$ cat config.mk
export PLATFORM = sky130hd
export DESIGN_NAME = prog_host
export DESIGN_NICKNAME = d
export VERILOG_FILES = /design/src/rtl/prog_host.sv
export SDC_FILE = /design/constraint.sdc
export NUM_CORES = 1
export LEC_CHECK = 0
export ABC_AREA = 0
export ABC_CLOCK_PERIOD_IN_PS = 3260
export CORE_MARGIN = 1
export CORE_UTILIZATION = 45
export CTS_CLUSTER_DIAMETER = 100
export DETAILED_ROUTE_END_ITERATION = 10
export MAX_ROUTING_LAYER = met4
export PLACE_DENSITY = 0.8
export SLEW_MARGIN = 0
export SYNTH_ARGS = -nofsm -noshare
export SYNTH_HDL_FRONTEND = slang
export SYNTH_SLANG_ARGS = --single-unit
$ cat constraint.sdc
create_clock -name clk -period 3.26 [get_ports clk]
set_input_delay 0.652 -clock clk [delete_from_list [all_inputs] [get_ports clk]]
set_output_delay 0.652 -clock clk [all_outputs]
set_load 0.1 [all_outputs]
$ cat src/rtl/prog_host.sv
// Program host: loads a program image into data memory, pulses the core request,
// waits for the core to finish (with a run timeout), then streams results out.
module prog_host #(
    parameter int unsigned LOAD_BASE  = 0,
    parameter int unsigned LOAD_LEN   = 64,
    parameter int unsigned RES_BASE   = 64,
    parameter int unsigned RES_LEN    = 64,
    parameter int unsigned REQ_CYCLES = 2,
    parameter int unsigned TIMEOUT    = 4095
) (
    input  logic       clk,
    input  logic       reset,
    input  logic       start,
    input  logic       load_valid,
    input  logic [7:0] load_data,
    output logic       load_ready,
    output logic       mem_wr_en,
    output logic [7:0] mem_addr,
    output logic [7:0] mem_wr_data,
    input  logic [7:0] mem_rd_data,
    output logic       core_req,
    input  logic       core_done,
    output logic       out_valid,
    output logic [7:0] out_data,
    input  logic       out_ready,
    output logic       busy,
    output logic       timeout_err
);

    localparam int unsigned CNT_W   = 16;
    localparam int unsigned ADDR_W  = 8;

    typedef enum logic [2:0] {
        IDLE  = 3'd0,
        LOAD  = 3'd1,
        REQ   = 3'd2,
        RUN   = 3'd3,
        DRAIN = 3'd4,
        ERR   = 3'd5
    } state_t;

    state_t             state;
    logic [CNT_W-1:0]   count;
    logic               err;

    // One shared counter: byte index in LOAD/DRAIN, request cycles in REQ, run cycles in RUN.
    always_ff @(posedge clk or posedge reset) begin
        if (reset) begin
            state <= IDLE;
            count <= '0;
            err   <= 1'b0;
        end else begin
            case (state)
                IDLE: begin
                    if (start) begin
                        state <= LOAD;
                        count <= '0;
                        err   <= 1'b0;
                    end
                end
                LOAD: begin
                    if (load_valid) begin
                        if (count == CNT_W'(LOAD_LEN - 1)) begin
                            state <= REQ;
                            count <= '0;
                        end else begin
                            count <= count + CNT_W'(1);
                        end
                    end
                end
                REQ: begin
                    if (count == CNT_W'(REQ_CYCLES - 1)) begin
                        state <= RUN;
                        count <= '0;
                    end else begin
                        count <= count + CNT_W'(1);
                    end
                end
                RUN: begin
                    // core_done wins over a timeout landing in the same cycle
                    if (core_done) begin
                        state <= DRAIN;
                        count <= '0;
                    end else if (count == CNT_W'(TIMEOUT - 1)) begin
                        state <= ERR;
                        count <= '0;
                        err   <= 1'b1;
                    end else begin
                        count <= count + CNT_W'(1);
                    end
                end
                DRAIN: begin
                    if (out_ready) begin
                        if (count == CNT_W'(RES_LEN - 1)) begin
                            state <= IDLE;
                            count <= '0;
                        end else begin
                            count <= count + CNT_W'(1);
                        end
                    end
                end
                ERR: begin
                    state <= IDLE;
                end
                default: begin
                    state <= IDLE;
                    count <= '0;
                end
            endcase
        end
    end

    // Handshake outputs decode from state so they react in the same cycle as the inputs.
    always_comb begin
        load_ready  = 1'b0;
        mem_wr_en   = 1'b0;
        mem_addr    = '0;
        mem_wr_data = '0;
        core_req    = 1'b0;
        out_valid   = 1'b0;
        out_data    = '0;
        case (state)
            LOAD: begin
                load_ready  = 1'b1;
                mem_wr_en   = load_valid;
                mem_addr    = ADDR_W'(LOAD_BASE) + count[ADDR_W-1:0];
                mem_wr_data = load_data;
            end
            REQ: begin
                core_req = 1'b1;
            end
            DRAIN: begin
                mem_addr  = ADDR_W'(RES_BASE) + count[ADDR_W-1:0];
                out_valid = 1'b1;
                out_data  = mem_rd_data;
            end
            default: begin
            end
        endcase
    end

    assign busy        = (state != IDLE);
    assign timeout_err = err;

endmodule

# Word level (Yosys, flattened, before mapping)
# Cells that the tools add are included.
# classes
add_sub_neg	2
eq_ne	17
mux	28
bitwise	1
reduce_logical	6
# ops
cell	n
two-way mux 16 bit	7
one-hot mux 16 bit (6 select lines)	1
two-way mux 3 bit	8
adder 16 x 1 -> 16 bit, second input constant	1
== test 16 x 1 -> 1 bit, second input constant	1
== test 16 x 12 -> 1 bit, second input constant	1
== test 16 x 6 -> 1 bit, second input constant	1
two-way mux 8 bit	2
inequality test 2 bit, second input constant	8
one-hot mux 8 bit (2 select lines)	1
one-hot mux 3 bit (5 select lines)	1
adder 7 x 8 -> 8 bit, first input constant	1
AND reduction 4 bit	2
two-way mux 1 bit	7
AND reduction 7 bit	1
== test 3 x 2 -> 1 bit, second input constant	2
== test 3 bit, second input constant	2
== test 3 x 1 -> 1 bit, second input constant	1
zero test 3 bit	1
inequality test 3 bit, second input constant	1
nonzero test 3 bit	1
one-hot mux 1 bit (2 select lines)	1
nonzero test 2 bit	1
inverter 1 bit	1
# totals
register_bits	20
in_bits	22
out_inout_bits	30
elab_cells	57

# Longest topological paths before layout
# Gate-level depths: netlist (run 1).
# logic_depth
depth_word	4
ltp_mapped	9
mapped_depth_nobuf	7

# Worst setup path after synthesis (run 1)
# OpenSTA, ideal clock, no wires.
# synth_path
path_type	register to output
from	register state[1]
to	output out_data[0]
t_arrival_ns	2.718
t_required_ns	2.608
path_slack_ns	-0.110
stages_incl_launch_ff	5
n_path_buf	2
path_cell_list	dfrtp_1 > clkbuf_1 > nor3_1 > clkbuf_1 > and2_1
# synth_via
elab_chain_cells	2
# synth_rtl
element	line_no	text
start, declared	42	state_t state;
start signal, assigned	49	state <= IDLE;
start signal, assigned	56	state <= LOAD;
start signal, assigned	64	state <= REQ;
== test 3 bit	122	case (state)
two-way mux 8 bit	122	
end, declared	24	output logic [7:0] out_data,
# No other way between the ends.

# Worst setup path after layout (run 1)
# layout_path
from	register state[0]
to	output mem_addr[7]
# layout_via
elab_chain_cells	2
word_cells_on_any_way	3
cone_classes	eq/ne: 2; mux: 1
# layout_rtl
element	line_no	text
== test 3 bit / == test 3 x 1 -> 1 bit (equally long branches)	122	
one-hot mux 8 bit (2 select lines) (*)	122	
end, declared	18	output logic [7:0] mem_addr,
# Every way passes the cells marked *; elsewhere a longest branch is shown, timed or not.

==> flow_metrics.env, run 1 <==
export IMPL_ys_ff_latch=20
export IMPL_crit_arrival_ns=1.85
export IMPL_drive_gt1_share_pct=19.3
export IMPL_grt_setup_unrepaired="false"
export IMPL_hold_buffers=0
export IMPL_worst_pin_slew_ns=0.752
export IMPL_die_x_um=59.6
export IMPL_cp_top_family="flip-flops"
export IMPL_period_share_pct=76.9
export IMPL_clock_path_buffers=2
export IMPL_nNetsFinal=246
export IMPL_finalMaxSlewViolations=0
export IMPL_synth_cells=172
export IMPL_cts_resized=0
export IMPL_first_global_vias=1320
export IMPL_clock_sinks=20
export IMPL_post_cts_buffers=0
export IMPL_crit_fanout=12
export IMPL_ys_seq_area_share_pct=33.5
export IMPL_multiInputGateArea_um2=896
export IMPL_synth_edf_count=0
export IMPL_num_fill_cells=246
export IMPL_min_period_ns=2.51
export IMPL_path_buf_inv=3
export IMPL_yosys_top_cells_area="dfrtp_1, and2_1, xnor2_1, a21oi_1, nor3_1"
export IMPL_core_area_um2=3100
export IMPL_endpoint_kind="output pin"
export IMPL_dp_hpwl_um=2800
export IMPL_via_count=1474
export IMPL_regArea_um2=500
export IMPL_startpoint_type="flop"
export IMPL_finalSetupTns_ns=0
export IMPL_gp_congestion=0.858
export IMPL_antenna_found_initial=0
export IMPL_clk_pin_slew_ns=0.12
export IMPL_async_flop_share_pct=100
export IMPL_drc=0
export IMPL_hp_class="reg -> reg"
export IMPL_area_growth_pct=42.7
export IMPL_slowest_stage="dfrtp_1"
export IMPL_avgSynthCellArea_um2=8.68
export IMPL_fmax_ghz=0.399
export IMPL_slew_headroom_pct=49.8
export IMPL_h_tree_depth=1
export IMPL_design_die_area_um2=3550
export IMPL_avgViaCountPerCell=5.63
export IMPL_drtAntennaViolNets=0
export IMPL_ys_types=44
export IMPL_hold_violations=0
export IMPL_grt_overflow=0
export IMPL_synth_area_um2=1490
export IMPL_yosys_area_top_type="dfrtp_1"
export IMPL_port_buffer_count=51
export IMPL_critPathMaxStageDelay_ns=0.57
export IMPL_synth_top_area_share_pct=33.5
export IMPL_dr_pass1_iters=4
export IMPL_io_pins=52
export IMPL_clk_latency_ns=0.31
export IMPL_ir_drop_v=0.000338
export IMPL_die_h_um=59.6
export IMPL_grt_pass1_wl_um=5760
export IMPL_dr_first_iter_drc_count=76
export IMPL_start_util_pct=48.1
export IMPL_routed_wl_um=3690
export IMPL_yosys_warnings=0
export IMPL_setup_viol=0
export IMPL_leakage_nw=0.907
export IMPL_dp_cells=258
export IMPL_cts_tree="built"
export IMPL_cts_buffers=3
export IMPL_grt_max_degree=21
export IMPL_synth_main_ff_cell="dfrtp_1"
export IMPL_post_drt_wl_per_cell_um=14.1
export IMPL_synth_nets=199
export IMPL_crit_type="reg -> out"
export IMPL_stdcell_count=262
export IMPL_root_buffer="clkbuf_4"
export IMPL_cellPowerDensity_nw_per_um2=843
export IMPL_worstPathRequired_ns=2.61
export IMPL_grt_util_all_layers_pct=22.2
export IMPL_antenna_cells=0
export IMPL_path_cells="inv_1 -> nor3_1 -> buf_4 -> a22o_1 -> buf_12"
export IMPL_rows=20
export IMPL_fin_skew_ns=0.0149
export IMPL_drv_cap=0
export IMPL_outcome="finished clean"
==> final cells by class <==
type                            count  share of cell area (%)
Timing Repair Buffer               54                    28.6
Inverter                            9                    1.59
Clock buffer                        4                    1.70
Tap cell                           44                    2.59
Multi-Input combinational cell    131                    42.1
Sequential cell                    20                    23.5
==> where the power goes <==
group	total [mW]	switching [mW]	internal [mW]
clock	0.147	0.0791	0.0683
sequential	0.350	0.0723	0.278
combinational	1.30	0.903	0.394
total	1.79	1.05	0.740
==> logic make-up (layout without fill, tap and decap cells) <==
kind of cell | Yosys count | in the layout | synth area share, %
simple gates | 75 | 75 | 30.7
compound gates | 37 | 37 | 16.8
buf+inv | 21 | 67 | 6.45
flops | 20 | 20 | 33.5
xor+xnor | 13 | 13 | 7.63
fa+ha+maj | 5 | 5 | 4.19
mux | 1 | 1 | 0.754
==> worst reg2reg max path, cell delays in order, from the launching register on <==
cell and delay [ns]:
dfrtp_1 0.49, inv_1 0.15, ha_1 0.17, and4bb_2 0.21, nand4_1 0.13, a22o_1 0.39, nor2_4 0.39, a21oi_1 0.14
==> cells in the final DEF (no fill, tap or decap), types with 3 or more instances in the layout <==
cell type,n
nand3_1,3
o21ai_1,3
nand4_1,7
xor2_1,3
a21oi_1,13
nor2_1,3
ha_1,5
o31ai_1,3
clkdlybuf4s50_1,21
nand2_1,10
xnor2_1,10
dfrtp_1,20
inv_1,9
and2_1,22
o21bai_1,3
clkbuf_4,3
buf_4,21
nor4_1,4
nor3_1,13
buf_12,12
==> synthesized netlist by cell type (4+ instances only) <==
cell      instances
nand2_1          10
nor4_1            4
dfrtp_1          20
a21oi_1          13
inv_1             9
buf_2             4
xnor2_1          10
and2_1           22
clkbuf_1          5
nor3_1           13
ha_1              5
nand4_1           7
==> worst paths after layout <==
path / start / endpoint / slack, ns / cells after the start
setup / recovery: state[0]$_DFFE_PP0P_ / mem_addr[7] / 0.75 / 5
hold / removal: timeout_err$_DFFE_PP0P_ / timeout_err$_DFFE_PP0P_ / 0.52 / 1
setup reg to reg: count[6]$_DFFE_PP0P_ / count[10]$_DFFE_PP0P_ / 1.03 / 7
hold reg to reg: timeout_err$_DFFE_PP0P_ / timeout_err$_DFFE_PP0P_ / 0.52 / 1
max in group asynchronous: reset / count[11]$_DFFE_PP0P_ / 2.02 / 2
min in group asynchronous: reset / timeout_err$_DFFE_PP0P_ / 0.75 / 2
==> stage by stage <==
stage	setup WS [ns]	power (mW)	utilization [%]	area, um^2	hold WS (ns)
2_1_floorplan	-0.0988	1.31	-	1490	0.534
3_3_place_gp	0.746	1.62	67.5	2090	0.480
3_5_place_dp	0.627	1.65	67.5	2090	0.501
4_1_cts	0.734	1.80	68.6	2130	0.529
5_1_grt	0.587	1.87	68.6	2130	0.573
6_report	0.754	1.79	68.6	2130	0.523
==> registers in the layout (all words and copies together), names as in the netlist <==
register and flops:
count 16, state 3, timeout_err 1
==> layer usage <==
metal  GRT usage [%]  vias to the layer above  wire, um
met5               -                        -         0
met4            8.64                        0        44
met3            4.59                        7       275
met2            36.8                       53      1860
met1            26.5                      710      1510
li1                -                      704         -
Power figures use the tool's default switching activity.
==> inputs of run 2 (changes only) <==
--- a/config.mk
+++ b/config.mk
@@ -6,13 +6,13 @@
 export NUM_CORES = 1
 export LEC_CHECK = 0
 export ABC_AREA = 0
-export ABC_CLOCK_PERIOD_IN_PS = 3260
+export ABC_CLOCK_PERIOD_IN_PS = 2100
 export CORE_MARGIN = 1
-export CORE_UTILIZATION = 45
+export CORE_UTILIZATION = 41
 export CTS_CLUSTER_DIAMETER = 100
 export DETAILED_ROUTE_END_ITERATION = 10
 export MAX_ROUTING_LAYER = met4
-export PLACE_DENSITY = 0.8
+export PLACE_DENSITY = 0.77
 export SLEW_MARGIN = 0
 export SYNTH_ARGS = -nofsm -noshare
 export SYNTH_HDL_FRONTEND = slang
==> constraint.sdc (replaced) <==
create_clock -name clk -period 2.1 [get_ports clk]
set_input_delay 0.42 -clock clk [delete_from_list [all_inputs] [get_ports clk]]
set_output_delay 0.42 -clock clk [all_outputs]
set_load 0.1 [all_outputs]
==> flow_metrics.env, run 2 (same netlist as run 1, synthesis figures left out) <==
export IMPL_critPathMaxStageDelay_ns=0.39
export IMPL_grt_util_all_layers_pct=26.1
export IMPL_finalWorstSetupSlack_ns=0.0354
export IMPL_grt_overflow=0
export IMPL_crit_fanout=5
export IMPL_endpoint_kind="flop"
export IMPL_rr_endpoint="state[2]$_DFFE_PP0P_"
export IMPL_design_die_area_um2=3890
export IMPL_worstPathRequired_ns=2.32
export IMPL_post_place_ws_ns=-0.0561
export IMPL_die_h_um=62.3
export IMPL_crit_type="reg -> reg"
export IMPL_clk_pin_slew_ns=0.12
export IMPL_r2r_cells=7
export IMPL_drive_gt1_share_pct=44.1
export IMPL_comb_power_share_pct=77.0
export IMPL_fin_skew_ns=0.00783
export IMPL_post_drt_wl_per_cell_um=17.2
export IMPL_start_util_pct=43.7
export IMPL_whs_ns=0.410
export IMPL_setup_viol=0
export IMPL_slew_headroom_pct=67.1
export IMPL_path_buf_inv=1
export IMPL_largest_reg_flops=16
export IMPL_area_growth_pct=82.8
export IMPL_antenna_cells=0
export IMPL_power_mw=3.69
export IMPL_cts_tree="built"
export IMPL_switching_share_pct=51.9
export IMPL_path_cells="inv_1 -> ha_2 -> and4bb_2 -> nand4_1 -> a22o_4 -> o31a_1 -> a41o_1"
export IMPL_via_count=1668
export IMPL_hold_violations=0
export IMPL_drtAntennaViolNets=0
export IMPL_min_period_ns=2.06
export IMPL_io_pins=52
export IMPL_cts_buffers=3
export IMPL_r2r_slack_ns=0.04
export IMPL_core_area_um2=3420
export IMPL_avgViaCountPerCell=5.69
export IMPL_h_tree_depth=1
export IMPL_dr_pass1_iters=5
export IMPL_nNetsFinal=275
export IMPL_root_buffer="clkbuf_4"
export IMPL_p_clk_share_pct=8.9
export IMPL_internal_power_mw=1.78
export IMPL_placed_area_um2=2450
export IMPL_critical_path_cell_count=7
export IMPL_hp_class="in -> async"
export IMPL_power_frac_seq_pct=14.2
export IMPL_ir_drop_v=0.00128
export IMPL_drv_cap=0
export IMPL_grt_setup_unrepaired="true"
export IMPL_port_buffer_count=51
export IMPL_grt_max_degree=21
export IMPL_cp_endpoint="state[2]$_DFFE_PP0P_"
export IMPL_top_register="count"
export IMPL_antenna_found_initial=0
export IMPL_period_share_pct=98.3
export IMPL_finalMaxSlewViolations=0
export IMPL_clk_latency_ns=0.32
export IMPL_leakage_nw=1.15
export IMPL_clock_sinks=20
export IMPL_p_switching_mw=1.92
export IMPL_fin_area_um2=2730
export IMPL_critPathLaunch="count[6]$_DFFE_PP0P_"
export IMPL_hold_buffers=0
export IMPL_slowest_stage="dfrtp_1"
export IMPL_finalSetupTns_ns=0
export IMPL_cp_top_family="compound AO/OA/AOI/OAI gates"
export IMPL_first_global_vias=1562
export IMPL_crit_arrival_ns=2.28
export IMPL_die_x_um=62.3
export IMPL_startpoint_type="flop"
export IMPL_dr_first_iter_drc_count=82
export IMPL_r2r_start="count[6]$_DFFE_PP0P_"
export IMPL_final_cell_mix="buf_4, buf_12, clkdlybuf4s50_1"
export IMPL_gp_congestion=0.906
export IMPL_outcome="finished clean"
export IMPL_dp_hpwl_um=3410
export IMPL_worst_pin_slew_ns=0.487
export IMPL_drc=0
export IMPL_grt_pass1_wl_um=7660
export IMPL_routed_wl_um=5040
export IMPL_clock_path_buffers=2
export IMPL_fmax_ghz=0.484
export IMPL_cellPowerDensity_nw_per_um2=1350
export IMPL_rows=21
[run 2: changes by cell type in the layout (fill, tap and decap cells not counted), sizes merged]
cell / previous run / this run
buf: 33 / 62
bufinv: 0 / 1
clkbuf: 4 / 3
[run 2: how the worst min path moves through the flow]
stage                            start                       to  slack, ns  cells past startpoint
2_1_floorplan                    reset     count[0]$_DFFE_PP0P_       0.38                      1
3_3_place_gp   timeout_err$_DFFE_PP0P_  timeout_err$_DFFE_PP0P_       0.47                      1
6_report                         reset     count[0]$_DFFE_PP0P_       0.41                      3
4_1_cts                          reset     count[2]$_DFFE_PP0P_       0.42                      3
3_5_place_dp   timeout_err$_DFFE_PP0P_  timeout_err$_DFFE_PP0P_       0.49                      1
5_1_grt                          reset     count[2]$_DFFE_PP0P_       0.43                      3
[run 2: what timing repair did]
item | 4_1_cts | 5_1_grt
gates cloned | 0 | 1
resized for setup | 7 | 22
buffers inserted | 5 | 11
endpoints found under the hold margin | 0 | 0
endpoints found under the setup margin | 24 | 20
pin swaps | 1 | 5
[run 2: power by group through the flow]
stage | sequential (mW) | clock (mW) | combinational, mW
2_1_floorplan | 0.483 | 0 | 1.60
3_3_place_gp | 0.516 | 0 | 2.33
3_5_place_dp | 0.522 | 0 | 2.38
4_1_cts | 0.519 | 0.332 | 2.51
5_1_grt | 0.531 | 0.350 | 2.95
6_report | 0.523 | 0.328 | 2.84
[run 2: per-layer routing]
metal,part of all wire (%),up-vias,track usage [%]
met5,0,-,-
met4,3.1,0,15.7
met3,8.6,15,5.15
met2,50,114,41.8
met1,39,774,30.2
li1,-,765,-
[run 2: area by class of cell]
cell class | instances | area [um^2]
repair buffers | 83 | 1060
multi-input cells | 131 | 1020
fillers | 194 | 687
flip-flops and latches | 20 | 505
well taps | 46 | 57.6
inverters | 9 | 33.8
clock inverters | 1 | 30.0
clock buffers | 3 | 22.5
[run 2: worst min-delay path, cell delays in order]
cell	delay, ns
clkdlybuf4s50_1	0.39
inv_1	0.05
buf_4	0.26
[run 2: metrics by stage]
step | util (%) | instances
floorplan | - | 172
global placement | 71.6 | 272
detailed placement | 71.6 | 272
CTS | 74.9 | 281
global route | 79.9 | 293
finish | 79.9 | 293
==> inputs of run 3 (changes only) <==
--- a/config.mk
+++ b/config.mk
@@ -13,7 +13,6 @@
 export DETAILED_ROUTE_END_ITERATION = 10
 export MAX_ROUTING_LAYER = met4
 export PLACE_DENSITY = 0.77
-export SLEW_MARGIN = 0
 export SYNTH_ARGS = -nofsm -noshare
 export SYNTH_HDL_FRONTEND = slang
 export SYNTH_SLANG_ARGS = --single-unit
==> results of run 3 <==
Same layout as run 2: the final DEF is identical, and so are final timing and power.
